==> config.mk <==
export PLATFORM = sky130hd
export DESIGN_NAME = pipeline_ctrl_flat
export DESIGN_NICKNAME = d
export VERILOG_FILES = /design/src/rtl/pipeline_ctrl_pkg.sv /design/src/rtl/pipeline_ctrl_if.sv /design/src/rtl/pipeline_ctrl_hazard_detect.sv /design/src/rtl/pipeline_ctrl.sv /design/src/flat_wrapper.sv
export SDC_FILE = /design/constraint.sdc
export NUM_CORES = 1
export LEC_CHECK = 0
export ABC_AREA = 1
export CORE_AREA = 4 4 77 79
export CTS_CLUSTER_DIAMETER = 120
export DETAILED_ROUTE_END_ITERATION = 6
export DIE_AREA = 0 0 81 83
export PLACE_DENSITY = 0.84
export RECOVER_POWER = 25
export SLEW_MARGIN = 20
export SYNTH_ARGS = -nofsm -noshare
export SYNTH_HDL_FRONTEND = slang
export SYNTH_HIERARCHICAL = 1
export SYNTH_SLANG_ARGS = --single-unit
==> constraint.sdc <==
create_clock -name clk -period 3.62 [get_ports clk]
set_clock_uncertainty 0.05 [all_clocks]
set_input_delay 0.543 -clock clk [delete_from_list [all_inputs] [get_ports clk]]
set_output_delay 0.543 -clock clk [all_outputs]
set_load 0.05 [all_outputs]
==> src/rtl/pipeline_ctrl_pkg.sv <==
// Shared types and constants for the pipeline hazard/flow controller.
package pipeline_ctrl_pkg;

   typedef enum logic [1:0] {
      FILL   = 2'd0,
      RUN    = 2'd1,
      DRAIN  = 2'd2,
      HALTED = 2'd3
   } pipeState_e;

   localparam int unsigned DRAIN_CYCLES    = 3;
   localparam int unsigned FILL_CYCLES_DEF = 4;
   localparam int unsigned CNT_W_DEF       = 16;
   localparam int unsigned SEQ_W           = 4;
   localparam int unsigned REG_W           = 5;

endpackage

==> src/rtl/pipeline_ctrl_if.sv <==
// Hazard inputs, stage enables/clears and debug/perf outputs of pipeline_ctrl.
interface pipeline_ctrl_if #(
   parameter int unsigned CNT_W = 16
);
   logic [4:0]       rs1_de;
   logic [4:0]       rs2_de;
   logic [4:0]       rd_ex;
   logic             DMRd_ex;
   logic             RuWr_ex;
   logic             br_taken_ex;
   logic             mem_busy;
   logic             halt_req;

   logic             pc_en;
   logic             fd_en;
   logic             fd_clr;
   logic             dx_en;
   logic             dx_clr;
   logic             xm_en;
   logic             mw_en;
   logic             mw_clr;
   logic             halted;
   logic [1:0]       state;
   logic [CNT_W-1:0] stall_cnt;
   logic [CNT_W-1:0] flush_cnt;

   modport master (
      output rs1_de, rs2_de, rd_ex, DMRd_ex, RuWr_ex, br_taken_ex, mem_busy, halt_req,
      input  pc_en, fd_en, fd_clr, dx_en, dx_clr, xm_en, mw_en, mw_clr,
      input  halted, state, stall_cnt, flush_cnt
   );

   modport slave (
      input  rs1_de, rs2_de, rd_ex, DMRd_ex, RuWr_ex, br_taken_ex, mem_busy, halt_req,
      output pc_en, fd_en, fd_clr, dx_en, dx_clr, xm_en, mw_en, mw_clr,
      output halted, state, stall_cnt, flush_cnt
   );
endinterface

==> src/rtl/pipeline_ctrl_hazard_detect.sv <==
// Load-use comparator: a load in EX whose destination feeds a source in DE.
module hazard_detect
   import pipeline_ctrl_pkg::*;
(
   input  logic [REG_W-1:0] rs1De,
   input  logic [REG_W-1:0] rs2De,
   input  logic [REG_W-1:0] rdEx,
   input  logic             dmRdEx,
   input  logic             ruWrEx,
   output logic             loadUse_c
);

   // x0 is hardwired zero, so a load targeting it never creates a dependency
   always_comb begin
      loadUse_c = dmRdEx & ruWrEx & (rdEx != REG_W'(0)) &
                  ((rdEx == rs1De) | (rdEx == rs2De));
   end

endmodule

==> src/rtl/pipeline_ctrl.sv <==
// Pipeline flow controller: fill after reset, stall/flush in run, drain to halt.
module pipeline_ctrl
   import pipeline_ctrl_pkg::*;
#(
   parameter int unsigned FILL_CYCLES = FILL_CYCLES_DEF,
   parameter int unsigned CNT_W       = CNT_W_DEF
) (
   input  logic           clk,
   input  logic           rst,
   pipeline_ctrl_if.slave bus
);

   localparam logic [1:0]       StFill   = FILL;
   localparam logic [1:0]       StRun    = RUN;
   localparam logic [1:0]       StDrain  = DRAIN;
   localparam logic [1:0]       StHalted = HALTED;
   localparam logic [SEQ_W-1:0] FillLoad  = SEQ_W'(FILL_CYCLES - 1);
   localparam logic [SEQ_W-1:0] DrainLoad = SEQ_W'(DRAIN_CYCLES - 1);
   localparam logic [CNT_W-1:0] CntMax    = {CNT_W{1'b1}};

   logic [1:0]       stateQ, stateD;
   logic [SEQ_W-1:0] seqQ, seqD;
   logic [CNT_W-1:0] stallCntQ, flushCntQ;
   logic             stallInc, flushInc;
   logic             loadUse;

   hazard_detect u_hazard (
      .rs1De     (bus.rs1_de),
      .rs2De     (bus.rs2_de),
      .rdEx      (bus.rd_ex),
      .dmRdEx    (bus.DMRd_ex),
      .ruWrEx    (bus.RuWr_ex),
      .loadUse_c (loadUse)
   );

   // State, shared fill/drain sequence counter and saturating perf counters
   always_ff @(posedge clk or posedge rst) begin
      if (rst) begin
         stateQ    <= StFill;
         seqQ      <= FillLoad;
         stallCntQ <= '0;
         flushCntQ <= '0;
      end else begin
         stateQ <= stateD;
         seqQ   <= seqD;
         if (stallInc && (stallCntQ != CntMax)) stallCntQ <= stallCntQ + CNT_W'(1);
         if (flushInc && (flushCntQ != CntMax)) flushCntQ <= flushCntQ + CNT_W'(1);
      end
   end

   // Next state and Mealy stage controls
   always_comb begin
      stateD     = stateQ;
      seqD       = seqQ;
      stallInc   = 1'b0;
      flushInc   = 1'b0;
      bus.pc_en  = 1'b0;
      bus.fd_en  = 1'b0;
      bus.fd_clr = 1'b0;
      bus.dx_en  = 1'b0;
      bus.dx_clr = 1'b0;
      bus.xm_en  = 1'b0;
      bus.mw_en  = 1'b0;
      bus.mw_clr = 1'b0;
      bus.halted = 1'b0;

      case (stateQ)
         StFill: begin
            bus.fd_clr = 1'b1;
            bus.dx_clr = 1'b1;
            bus.mw_clr = 1'b1;
            bus.xm_en  = 1'b1;
            if (seqQ == SEQ_W'(0)) stateD = StRun;
            else                   seqD   = seqQ - SEQ_W'(1);
         end

         StRun: begin
            if (bus.mem_busy) begin
               // Whole front end holds; a pending branch is re-seen once ME frees up
               bus.mw_clr = 1'b1;
               stallInc   = 1'b1;
            end else if (loadUse) begin
               bus.dx_clr = 1'b1;
               bus.xm_en  = 1'b1;
               bus.mw_en  = 1'b1;
               stallInc   = 1'b1;
            end else if (bus.br_taken_ex) begin
               bus.pc_en  = 1'b1;
               bus.fd_en  = 1'b1;
               bus.dx_en  = 1'b1;
               bus.xm_en  = 1'b1;
               bus.mw_en  = 1'b1;
               bus.fd_clr = 1'b1;
               bus.dx_clr = 1'b1;
               flushInc   = 1'b1;
            end else if (bus.halt_req) begin
               bus.fd_en  = 1'b1;
               bus.dx_en  = 1'b1;
               bus.xm_en  = 1'b1;
               bus.mw_en  = 1'b1;
               bus.fd_clr = 1'b1;
               seqD       = DrainLoad;
               stateD     = StDrain;
            end else begin
               bus.pc_en = 1'b1;
               bus.fd_en = 1'b1;
               bus.dx_en = 1'b1;
               bus.xm_en = 1'b1;
               bus.mw_en = 1'b1;
            end
         end

         StDrain: begin
            if (bus.mem_busy) begin
               bus.mw_clr = 1'b1;
            end else begin
               bus.fd_en  = 1'b1;
               bus.dx_en  = 1'b1;
               bus.xm_en  = 1'b1;
               bus.mw_en  = 1'b1;
               bus.fd_clr = 1'b1;
               if (seqQ == SEQ_W'(0)) stateD = StHalted;
               else                   seqD   = seqQ - SEQ_W'(1);
            end
         end

         default: begin
            bus.halted = 1'b1;
            if (!bus.halt_req) stateD = StRun;
         end
      endcase
   end

   assign bus.state     = stateQ;
   assign bus.stall_cnt = stallCntQ;
   assign bus.flush_cnt = flushCntQ;

endmodule

==> src/flat_wrapper.sv <==
// flat-port wrapper written by rule: the top's interface ports become plain ports
module pipeline_ctrl_flat import pipeline_ctrl_pkg::*;
#(
   parameter int unsigned FILL_CYCLES = FILL_CYCLES_DEF,
   parameter int unsigned CNT_W       = CNT_W_DEF
)
  (clk, rst, bus_rs1_de, bus_rs2_de, bus_rd_ex, bus_DMRd_ex, bus_RuWr_ex, bus_br_taken_ex, bus_mem_busy, bus_halt_req, bus_pc_en, bus_fd_en, bus_fd_clr, bus_dx_en, bus_dx_clr, bus_xm_en, bus_mw_en, bus_mw_clr, bus_halted, bus_state, bus_stall_cnt, bus_flush_cnt);
  pipeline_ctrl_if #(.CNT_W(CNT_W)) bus_i ();
  input  logic clk;
  input  logic rst;
  input wire logic [$bits(bus_i.rs1_de)-1:0] bus_rs1_de;
  input wire logic [$bits(bus_i.rs2_de)-1:0] bus_rs2_de;
  input wire logic [$bits(bus_i.rd_ex)-1:0] bus_rd_ex;
  input wire logic [$bits(bus_i.DMRd_ex)-1:0] bus_DMRd_ex;
  input wire logic [$bits(bus_i.RuWr_ex)-1:0] bus_RuWr_ex;
  input wire logic [$bits(bus_i.br_taken_ex)-1:0] bus_br_taken_ex;
  input wire logic [$bits(bus_i.mem_busy)-1:0] bus_mem_busy;
  input wire logic [$bits(bus_i.halt_req)-1:0] bus_halt_req;
  output wire logic [$bits(bus_i.pc_en)-1:0] bus_pc_en;
  output wire logic [$bits(bus_i.fd_en)-1:0] bus_fd_en;
  output wire logic [$bits(bus_i.fd_clr)-1:0] bus_fd_clr;
  output wire logic [$bits(bus_i.dx_en)-1:0] bus_dx_en;
  output wire logic [$bits(bus_i.dx_clr)-1:0] bus_dx_clr;
  output wire logic [$bits(bus_i.xm_en)-1:0] bus_xm_en;
  output wire logic [$bits(bus_i.mw_en)-1:0] bus_mw_en;
  output wire logic [$bits(bus_i.mw_clr)-1:0] bus_mw_clr;
  output wire logic [$bits(bus_i.halted)-1:0] bus_halted;
  output wire logic [$bits(bus_i.state)-1:0] bus_state;
  output wire logic [$bits(bus_i.stall_cnt)-1:0] bus_stall_cnt;
  output wire logic [$bits(bus_i.flush_cnt)-1:0] bus_flush_cnt;
  assign bus_i.rs1_de = bus_rs1_de;
  assign bus_i.rs2_de = bus_rs2_de;
  assign bus_i.rd_ex = bus_rd_ex;
  assign bus_i.DMRd_ex = bus_DMRd_ex;
  assign bus_i.RuWr_ex = bus_RuWr_ex;
  assign bus_i.br_taken_ex = bus_br_taken_ex;
  assign bus_i.mem_busy = bus_mem_busy;
  assign bus_i.halt_req = bus_halt_req;
  assign bus_pc_en = bus_i.pc_en;
  assign bus_fd_en = bus_i.fd_en;
  assign bus_fd_clr = bus_i.fd_clr;
  assign bus_dx_en = bus_i.dx_en;
  assign bus_dx_clr = bus_i.dx_clr;
  assign bus_xm_en = bus_i.xm_en;
  assign bus_mw_en = bus_i.mw_en;
  assign bus_mw_clr = bus_i.mw_clr;
  assign bus_halted = bus_i.halted;
  assign bus_state = bus_i.state;
  assign bus_stall_cnt = bus_i.stall_cnt;
  assign bus_flush_cnt = bus_i.flush_cnt;
  pipeline_ctrl #(.FILL_CYCLES(FILL_CYCLES), .CNT_W(CNT_W)) u_core (.clk(clk), .rst(rst), .bus(bus_i));
endmodule
## Word-level counts from Yosys, hierarchy flattened

Cells that the tools add are included.

| operators by class | value |
|---|---|
| add/subtract/negate cells | 3 |
| bitwise logic cells | 4 |
| eq/ne operators | 14 |
| multipliers | 0 |
| div/mod/pow operators | 0 |
| magnitude comparators | 0 |
| reduce and logical (&&, ||, !) cells | 10 |
| muxes and demuxes | 45 |
| shift operators | 0 |

Operators with widths:

| kind | number |
|---|---|
| 16-bit by 1-bit adder with 16-bit output, second input constant | 2 |
| 16-bit inequality test, second input constant | 2 |
| 1-bit two-way mux | 24 |
| 4-bit two-way mux | 6 |
| 2-bit two-way mux | 8 |
| 4-bit one-hot mux with 3 select lines | 1 |
| 5-bit == test | 2 |
| 2-bit inequality test, second input constant | 5 |
| 1-bit one-hot mux with 2 select lines | 4 |
| 8-bit AND reduction | 1 |
| 2-bit one-hot mux with 3 select lines | 1 |
| 6-bit AND reduction | 1 |
| 5-bit nonzero test | 1 |
| 4-bit logical NOT | 1 |
| 2-bit by 1-bit inequality test with 1-bit output, second input constant | 2 |
| 4-bit by 1-bit inequality test with 1-bit output, second input constant | 1 |
| 4-bit by 1-bit subtractor with 4-bit output, second input constant | 1 |
| 1-bit AND | 3 |
| 1-bit one-hot mux with 3 select lines | 1 |
| 3-bit nonzero test | 1 |
| 3-bit OR reduction | 1 |
| 2-bit by 1-bit == test with 1-bit output, second input constant | 1 |
| 2-bit == test, second input constant | 1 |
| 1-bit logical AND | 2 |
| 3 further kinds | 3 |

| storage, ports and cells | value |
|---|---|
| memories kept | 0 |
| memory bits (read-only) | 0 |
| register bits | 38 |
| word-level logic and storage cells | 80 |
| output and inout port bits | 43 |
| memory bits (writable) | 0 |
| bits in latches | 0 |
| bits of input ports | 22 |

## Logic depth before layout (Yosys ltp)

Gate-level depths: netlist of the first run.

| depth | value |
|---|---|
| depth in word-level cells | 7 |
| depth in mapped cells | 15 |
| gate-level depth less buffers | 15 |

## Hierarchy

Netlist of the first run, hierarchy kept.

Modules (own cells, without submodules):

| module | cells each | times used | area an instance (um2) | seq. area each (um2) |
|---|---|---|---|---|
| pipeline_ctrl | 371 | 1 | 2588.7 | 953.4 |
| hazard_detect | 45 | 1 | 202.7 | 0.0 |

## Worst setup path after synthesis of the first run

No wires, ideal clock.

| timing | value |
|---|---|
| kind | register to output |
| start point | reg u_core.stateQ[0] (netlist: u_core/bus.state[0]) |
| end point | out bus_xm_en |
| data arrival time | 2639 ps |
| required time | 3027 ps |
| stages on the path, launching flop included | 7 |
| path slack | 388 ps |
| buffers on the path | 0 |
| path through | dfrtp_1 inv_1 ha_1 inv_1 nor2_1 nor2_1 nor2_1 |

| on the way | value |
|---|---|
| word-level cells in the longest chain between the ends | 3 |
| elaborated cells on any way between the ends | 5 |
| those cells by class | eq/ne: 2; mux: 1; reduce/logical: 2 |

RTL lines:

| element | RTL line | source |
|---|---|---|
| start: declaration | pipeline_ctrl.sv:21 | `logic [1:0] stateQ, stateD;` |
| start signal: assignment | pipeline_ctrl.sv:39 | `stateQ <= StFill;` |
| start signal: assignment | pipeline_ctrl.sv:44 | `stateQ <= stateD;` |
| 2-bit by 1-bit == test with 1-bit output or 2-bit == test (tied branches) | pipeline_ctrl.sv:67 | `case (stateQ)` |
| 2-bit OR reduction (no line) | - |  |
| 1-bit one-hot mux with 2 select lines * | pipeline_ctrl.sv:67 |  |
| end: declaration | flat_wrapper.sv:24 | `output wire logic [$bits(bus_i.xm_en)-1:0] bus_xm_en;` |

Mark *: on every way between the ends. The rest lies on a longest branch, timed or not.

## Final worst setup path of the first run

Same ends and word-level chain as after synthesis.

==> flow_results.org, run 1 <==
** Status
- The run finished, with violations left.
- Failing checks :: max-capacitance violations, max-slew violations

** Floorplanning
- Core Area :: 5340 um2
- The floorplan has 27 rows.
- The initial utilization of the core area, before any placement, comes to a little over half.
- The die is a little over 80 um wide.
- Die boundary height :: 83 um
- Number of placed I/O pins :: 65
- The die covers 6720 um2.

** Timing
- Minimum clock period after layout :: a little under 3 ns
- Unrepaired setup endpoints after global routing :: false
- For the pin with the worst max-slew slack, the measured transition is 2.05 ns.
- Final hold violation count :: 0
- Max Freq :: 344 MHz
- Final-report setup violation count :: 0
- Max Slew Vio Count :: 39
- Accumulated negative setup slack :: 0 ns
- Worst relative slew slack :: -36.9%
- Fin crit share :: 80.2%
- Fin worst setup slack :: 0.717 ns

** Final layout
- Final-layout fill cell count :: about 460
- Summing all multi-input logic gate instances after layout gives between 1500 and 2000 um2.
- Fin nets :: ~500
- Of the cells placed in the final design, the portion with a size suffix greater than 1 is between 10 and 15%.
- P&R area growth vs syn :: 28.2%
- Number of antenna diodes :: 0
- Summing all flip-flop and latch instances after layout gives between 900 and 1000 um2.

** Power and ir drop
- In this run the static leakage power is 1.69 nW.
- Dividing total power by cell area gives a power density of 647 nW/um2.
- VDD sags by at most 0.528 mV.

** Detailed routing
- Router iterations before antenna repair :: 4
- The count of nets left with antenna violations once routing finished came out at 0.
- WL met2 :: 3270 um
- Top layer reached by signal wires :: met4
- Across all layers, the routed design uses roughly 2800 vias.
- Via/cell ratio :: about 5
- In the final routing, the length of wire on met1 measures 2750 um.
- Final routed wire length divided by cell count :: 11.8 um
- After the first detailed-routing iteration, the DRC count stood at 134.
- Residual DRC :: 0
- The routed design has around 6600 um of wire.
- Summed over all nets, wire length on met3 after detailed routing comes to 490 um.

** Synth
- Xor and xnor fraction of the mapped netlist area :: 5.96%
- For this run, the leading register cell type out of synthesis is dfrtp_1.
- Warnings, synthesis :: 6
- Counting every instance in the synthesized netlist gives 416.
- Count of distinct cell types in the synthesized netlist :: 28
- Summing the areas of all and, or, nand and nor instances in the mapped netlist gives about two fifths of the synthesized area.
- Post-synthesis mux area share :: 0%
- Count of flip-flops with a built-in enable after synthesis :: 0
- Summing the sequential cell areas from Yosys gives 34.2% of the chip area.
- Compound-gate portion of the synthesized area :: 6.36%
- Number of register bits inferred by synthesis :: 38
- Top post-synthesis cells by area :: dfrtp_1, nand2_1, inv_1, nor2_1, xnor2_1
- Synth area leader :: dfrtp_1
- By area, the combinational part of the netlist is dominated by simple AND/OR/NAND/NOR gates.
- Area share of the leading cell type in the synthesized netlist :: 32.3%
- Adder-Cell Fraction of Synth Area :: 3.59%
- In this run the cell area of the synthesized design comes to 2790 um2.
- Post-Syn Nets :: 446
- A synthesized cell averages 6.71 um2.
- Async SR Flop Fraction :: 100%

** Setup path
- Walking the worst path, the cells encountered are inv_1 -> ha_1 -> inv_1 -> nor2_1 -> nor2_1 -> nor2_1 -> clkdlybuf4s50_1.
- For this run, the slowest stage of the critical path takes 0.82 ns.
- The worst setup path is launched from a register.
- At the worst endpoint, the required time is 3.03 ns.
- Most used cell, CP :: nor2_1
- Type of destination of the critical path :: output port
- Standard cell with the maximum stage delay on the critical path :: clkdlybuf4s50_1
- The critical path is of the reg -> out type.
- Arrival time worst endpoint :: between 2 and 2.5 ns
- Critical path peak fanout :: 5

** Worst hold path
- Min-delay worst type :: reg -> reg

** Clock tree
- In this run the post-CTS setup repair buffer count came out at 0.
- TritonCTS built the clock tree.
- Quantity of hold-fixing buffers added after cts :: 0
- Cell chosen for the clock root :: clkbuf_8
- Buffers from clock root to sink, at most :: 2
- Clock tree synthesis inserted a total of 5 buffers.
- For the worst-skew pair, the clock arrives at the later sink with an insertion delay of 0.30 ns.
- Count of cells resized by post-cts repair :: 0
- Clock-pin slew of the registers on the worst-case setup and hold paths :: 0.07 ns
- Counting every sink on the clock net gives 38.
- H-Tree Depth :: 2

** Placement
- Input and output buffers added on the ports amount to 64.
- Summed over all nets, the half-perimeter wirelength after detailed placement is 5000 um.
- At the placement stage, the worst setup path has a slack of around 0.81 ns.
- The congestion estimate from routability-driven global placement came to 0.807.

** Global routing
- Largest net degree at the start of global routing :: 39
- Number of global-route vias before repair :: 2695
- First-pass GRT wire length :: 11400 um
- Overflow left after global routing :: 0
- GR Util All Layers :: 21.0%
- The number of antenna violations at the first check in global routing came to 0.

** Job
- Max-cap violations :: 1
power breakdown:
part	switching, W	leakage, nW	internal, W	total, W
clock network	0.000158	0.0575	0.000193	0.000350
registers	0.000111	0.506	0.000526	0.000637
logic	0.000901	1.12	0.000426	0.00133
total	0.00117	1.69	0.00114	0.00231
registers in the layout, indices dropped and copies added (netlist names):
| name | count |
|---|---|
| u_core/bus.flush_cnt | 16 |
| u_core/bus.stall_cnt | 16 |
| u_core/seqQ | 4 |
| u_core/bus.state | 2 |
critical path, delay by kind of cell, from the launching register on:
| family | cells | cell delay (ns) |
|---|---|---|
| simple gates | 3 | 0.25 |
| buf+inv | 3 | 1.00 |
| flops | 1 | 0.39 |
| fa+ha+maj | 1 | 0.36 |
synthesized netlist by cell type (all sizes together), types with 4 or more instances:
| library cell | number |
|---|---|
| nand2 | 170 |
| inv | 57 |
| nor2 | 55 |
| dfrtp | 36 |
| o21ai | 25 |
| nand3 | 21 |
| xnor2 | 14 |
| nand4 | 10 |
| ha | 8 |
| xor2 | 5 |
| a21oi | 4 |
| buf | 4 |
through the flow:
stage / cell area (um2) / util (%) / power, W / instances / hold slack (ns)
floorplan: 2790 / - / 0.00159 / 416 / 0.403
global placement: 3470 / 65.0 / 0.00195 / 549 / 0.428
detailed placement: 3470 / 65.0 / 0.00197 / 549 / 0.434
CTS: 3580 / 67.1 / 0.00233 / 557 / 0.445
global route: 3580 / 67.0 / 0.00247 / 557 / 0.463
finish: 3580 / 67.0 / 0.00231 / 557 / 0.443
final cells by class:
| type | instances | share of cell area, % |
|---|---|---|
| multi-input combinational | 317 | 44.1 |
| clock buffer | 8 | 3.08 |
| sequential | 38 | 26.6 |
| timing repair buffer | 65 | 17.7 |
| inverter | 57 | 5.98 |
| tap | 72 | 2.52 |
kinds of logic (layout without fill, tap and decap cells):
family	count (synthesis)	count (layout)
simple gates	260	260
buf+inv	61	130
flops	38	38
compound gates	30	30
xor+xnor	19	19
fa+ha+maj	8	8
routing by layer:
layer,vias up,global-route usage (%)
li1,1416,-
met1,1237,23.8
met2,92,36.9
met3,9,4.88
met4,0,8.60
met5,-,0
cell usage in the layout (no fill, tap or decap), types with 2 or more instances in the layout:
cell and count:
dfrtp_1 36, xor2_1 5, clkbuf_8 8, o21ai_2 6, a21oi_1 3, nand3_2 2, buf_4 5, nand4_1 9
o21ai_1 2, nor3_1 2, clkdlybuf4s50_1 58, o21ai_0 17, nor2_1 46, nand3_1 19, xnor2_1 14, nor2_2 5
inv_1 52, nor2_4 4, nand2_2 9, ha_1 8, nand2_1 160, inv_2 5, nand3b_1 2, dfstp_2 2
worst paths after layout:
| check | start | end | slack, ns | cells past startpoint |
|---|---|---|---|---|
| max | u_core/bus.state[0] | bus_xm_en | 0.72 | 7 |
| min | u_core/seqQ[0] | u_core/seqQ[0] | 0.44 | 2 |
| max reg2reg | u_core/bus.state[1] | u_core/bus.flush_cnt[1] | 1.56 | 8 |
| min reg2reg | u_core/seqQ[0] | u_core/seqQ[0] | 0.44 | 2 |
| max in group asynchronous | rst | u_core/bus.stall_cnt[1] | 0.97 | 3 |
| min in group asynchronous | rst | u_core/bus.flush_cnt[13] | 1.36 | 3 |
(Power assumes the default switching activity.)
==> run 2: changes to the inputs <==
--- a/config.mk
+++ b/config.mk
@@ -6,11 +6,11 @@
 export NUM_CORES = 1
 export LEC_CHECK = 0
 export ABC_AREA = 1
-export CORE_AREA = 4 4 77 79
+export CORE_AREA = 4 4 83 85
 export CTS_CLUSTER_DIAMETER = 120
 export DETAILED_ROUTE_END_ITERATION = 6
-export DIE_AREA = 0 0 81 83
-export PLACE_DENSITY = 0.84
+export DIE_AREA = 0 0 87 89
+export PLACE_DENSITY = 0.76
 export RECOVER_POWER = 25
 export SLEW_MARGIN = 20
 export SYNTH_ARGS = -nofsm -noshare
==> constraint.sdc (replaced) <==
create_clock -name clk -period 2.55 [get_ports clk]
set_clock_uncertainty 0.05 [all_clocks]
set_input_delay 0.3825 -clock clk [delete_from_list [all_inputs] [get_ports clk]]
set_output_delay 0.3825 -clock clk [all_outputs]
set_load 0.05 [all_outputs]
==> run 2 against run 1 <==
The run now ends clean. Critical path type is now in -> out. Global-route usage fell by 3.0 points. Routed wire length rose by 3.5%. Non-clock buffer count rose by 4. Register-to-register slack got worse by 1.0 ns. Cell count rose by 1.6%. Highest routed layer unchanged. Worst setup slack got worse by 0.53 ns.
==> flow_results.org, run 2 (same netlist as run 1, synthesis figures left out) <==
** Status
- Status :: complete, no violations

** Setup path
- Sequence of cells on the critical path :: clkdlybuf4s50_1 -> xnor2_1 -> nand3_2 -> a21oi_4 -> inv_2 -> nand2_2 -> nor2_2 -> o21ai_1 -> a31oi_1 -> bufbuf_16
- Largest stage delay on the critical path :: 0.47 ns (-0.35 ns)
- Launch point of the critical path :: bus_rs2_de[3]
- The logic depth of the worst path, buffers included was 10 (+3).
- The highest fanout seen on the critical path came to 3 (-2).
- The number of buffer and inverter instances along the worst setup path came to 3 (unchanged).
- In this run the critical register-to-register path is launched from u_core/bus.state[1].
- Cell depth of the worst flop-to-flop path :: 8 (unchanged)
- Dominant delay contributor by cell family on the critical path :: buffers and inverters
- STA classifies the critical path startpoint as a primary input.
- Arrival time worst endpoint :: 1.93 ns (-0.38 ns)
- Standard cell with the maximum stage delay on the critical path :: clkdlybuf4s50_1
- Type of destination of the critical path :: output port
- The critical path in this run is classified as in -> out.
- The required time at the endpoint of the critical path was 2.12 ns (-0.91 ns).

** Global routing
- First-pass GRT wire length :: 11300 um (-0.85%)
- Overflow left after global routing :: 0 (unchanged)
- The number of antenna violations at the first check in global routing came to 0 (unchanged).
- Largest net degree at the start of global routing :: 39 (unchanged)
- The number of global-route vias before repair is 2701 (+0.22%).
- GR Util All Layers :: 18.0% (-3.0 points)

** Detailed routing
- The detailed-route DRC error count came to 0 (unchanged).
- The total wire length came to 6830 um (+3.5%).
- The first-iteration detailed-routing DRC count came to 127 (-5.2%).
- The routed wire length per instance was 12.1 um (+1.9%).
- The iteration count of the initial detailed-routing pass was 4 (unchanged).
- Total number of vias :: 2760 (+0.22%)
- Via/cell ratio :: 4.88 (-1.4%)
- Antenna-violating nets left :: 0 (unchanged)

** Timing
- Max Freq :: 424 MHz
- The final-report hold violation count was 0 (unchanged).
- The worst path setup slack after routing is 0.189 ns (-0.528 ns).
- The final setup violation count came to 0 (unchanged).
- Fin crit share :: 92.6%
- The hold slack came to 0.441 ns (-0.00192 ns).
- Unrepaired setup endpoints after global routing :: false
- Worst relative slew slack :: 35.6% (+73 points)
- The number of pins exceeding their max-slew limit in the final report was 0 (-100%).
- Minimum clock period after layout :: 2.36 ns
- Least-Margin Pin Slew :: 0.966 ns (-1.09 ns)

** Worst hold path
- In this run the most critical hold path is launched from u_core/seqQ[3].
- The tightest min-delay check is of the reg -> reg type.
- The instance count along the most critical hold path came to 2 (unchanged).

** Clock tree
- Cell chosen for the clock root :: clkbuf_8
- H-Tree Depth :: 2 (unchanged)
- The clock latency reported for the late side of the worst-skew pair is 0.29 ns (about the same).
- The deepest clock path buffer count came to 2 (unchanged).
- Sinks on the clock net :: 38 (unchanged)
- Number of buffers inserted during clock tree synthesis :: 5 (unchanged)
- TritonCTS clock tree :: built
- The clock slew seen by the registers of the worst setup and hold paths was 0.07 ns (about the same).

** Power and ir drop
- The power per unit of standard cell area was 913 nW/um2 (+41%).
- Maximum ir drop on the vdd rail :: 0.763 mV (+44%)
- The post-route total power is 0.00342 W (+48%).
- Leak pwr :: 1.82 nW (+7.7%)

** Placement
- Count of buffers from port buffering :: 64 (unchanged)
- Gp weighted congestion :: 0.849 (+5.1%)
- Detailed-placement wirelength estimate :: 5200 um (+4.0%)
- The minimum setup slack after placement is -0.00653 ns (-0.818 ns).
- Cell total after placement :: 555 (+1.1%)

** Final layout
- Seq. cell area :: 953 um2 (unchanged)
- P&R area growth vs syn :: 34.3%
- Final-layout fill cell count :: 568 (+23%)
- Most common library cell in the layout ignoring fill and taps :: nand2_1
- The area of the multi-input gates came to 1630 um2 (+3.4%).
- Core occupancy in the finished layout :: 60.4% (-6.6 points)
- Cell Count, Final, Fillers Out :: 566 (+1.6%)
- The library cells used most frequently in the layout, excluding fill and tap cells, are nand2_1, inv_1, clkdlybuf4s50_1.
- Fin nets :: 518 (+0.78%)
- The antenna diode count was 0 (unchanged).
- The share of post-route cells with drive strength above 1 is 14.5% (+4.4 points).

** Job
- The count of maximum capacitance violations came to 0 (-1).

** Floorplanning
- The height of the die is 89 um (+7.2%).
- The core area was 6200 um2 (+16%).
- Effective utilization at floorplan :: 45.0% (-7.3 points)
- Number of placed I/O pins :: 65 (unchanged)
- Overall die area :: 7740 um2 (+15%)
- FP Rows :: 29 (+7.4%)
- Die Wd :: 87 um (+7.4%)
-- run 2: cell count changes in the layout (fill, tap and decap cells not counted), sizes merged --
| cell | before | now |
|---|---|---|
| clkbuf | 9 | 7 |
| buf | 5 | 11 |
| clkinvlp | 0 | 1 |
| clkinv | 0 | 1 |
| clkdlybuf4s50 | 58 | 42 |
| dlymetal6s2s | 0 | 8 |
| dlygate4sd2 | 0 | 5 |
| bufbuf | 0 | 1 |
-- run 2: worst reg2reg max path: cells and delay by family (launching register included) --
kind / cells / cell delay (ns)
fa+ha+maj: 1 / 0.26
simple gates: 4 / 0.98
flops: 1 / 0.43
buf+inv: 2 / 0.17
compound gates: 1 / 0.08
-- run 2: timing repair --
item / CTS / global route
hold buffers: 0 / 0
pin swaps: 2 / 11
cloned: 0 / 0
buffers inserted: 1 / 2
setup endpoints to repair: 1 / 5
gates resized for setup: 7 / 21
-- run 2: area by class of cell --
| type | count | share of cell area [%] |
|---|---|---|
| clock inverters | 2 | 0.334 |
| flip-flops and latches | 38 | 25.4 |
| multi-input cells | 317 | 43.6 |
| well taps | 77 | 2.57 |
| clock buffers | 6 | 2.20 |
| repair buffers | 69 | 20.2 |
| inverters | 57 | 5.71 |
-- run 2: metal layers --
layer | global-route usage, % | part of all wire (%) | vias up
met4 | 7.08 | 2.3 | 0
met5 | 0 | 0 | -
met1 | 21.2 | 43 | 1252
li1 | - | - | 1421
met3 | 4.61 | 6.5 | 12
met2 | 31.5 | 48 | 75
-- run 2: worst paths after layout --
kind                                            end  slack (ns)
max reg2reg                u_core/bus.flush_cnt[11]        0.52
max                                      bus_fd_clr        0.19
min                                  u_core/seqQ[3]        0.44
min in group asynchronous   u_core/bus.flush_cnt[9]        0.78
max in group asynchronous   u_core/bus.stall_cnt[6]        1.07
min reg2reg                          u_core/seqQ[3]        0.44
-- run 2: per-stage QoR --
stage | instance area (um2) | setup TNS [ns]
3_5_place_dp | 3560 | -0.00653
5_1_grt | 3750 | 0
4_1_cts | 3670 | 0
6_report | 3750 | 0
3_3_place_gp | 3560 | 0
2_1_floorplan | 2800 | -0.0816
-- run 2: where the power goes --
group | internal (W) | switching, W
sequential | 0.000747 | 0.000162
combinational | 0.000761 | 0.00132
clock | 0.000217 | 0.000217
total | 0.00173 | 0.00170
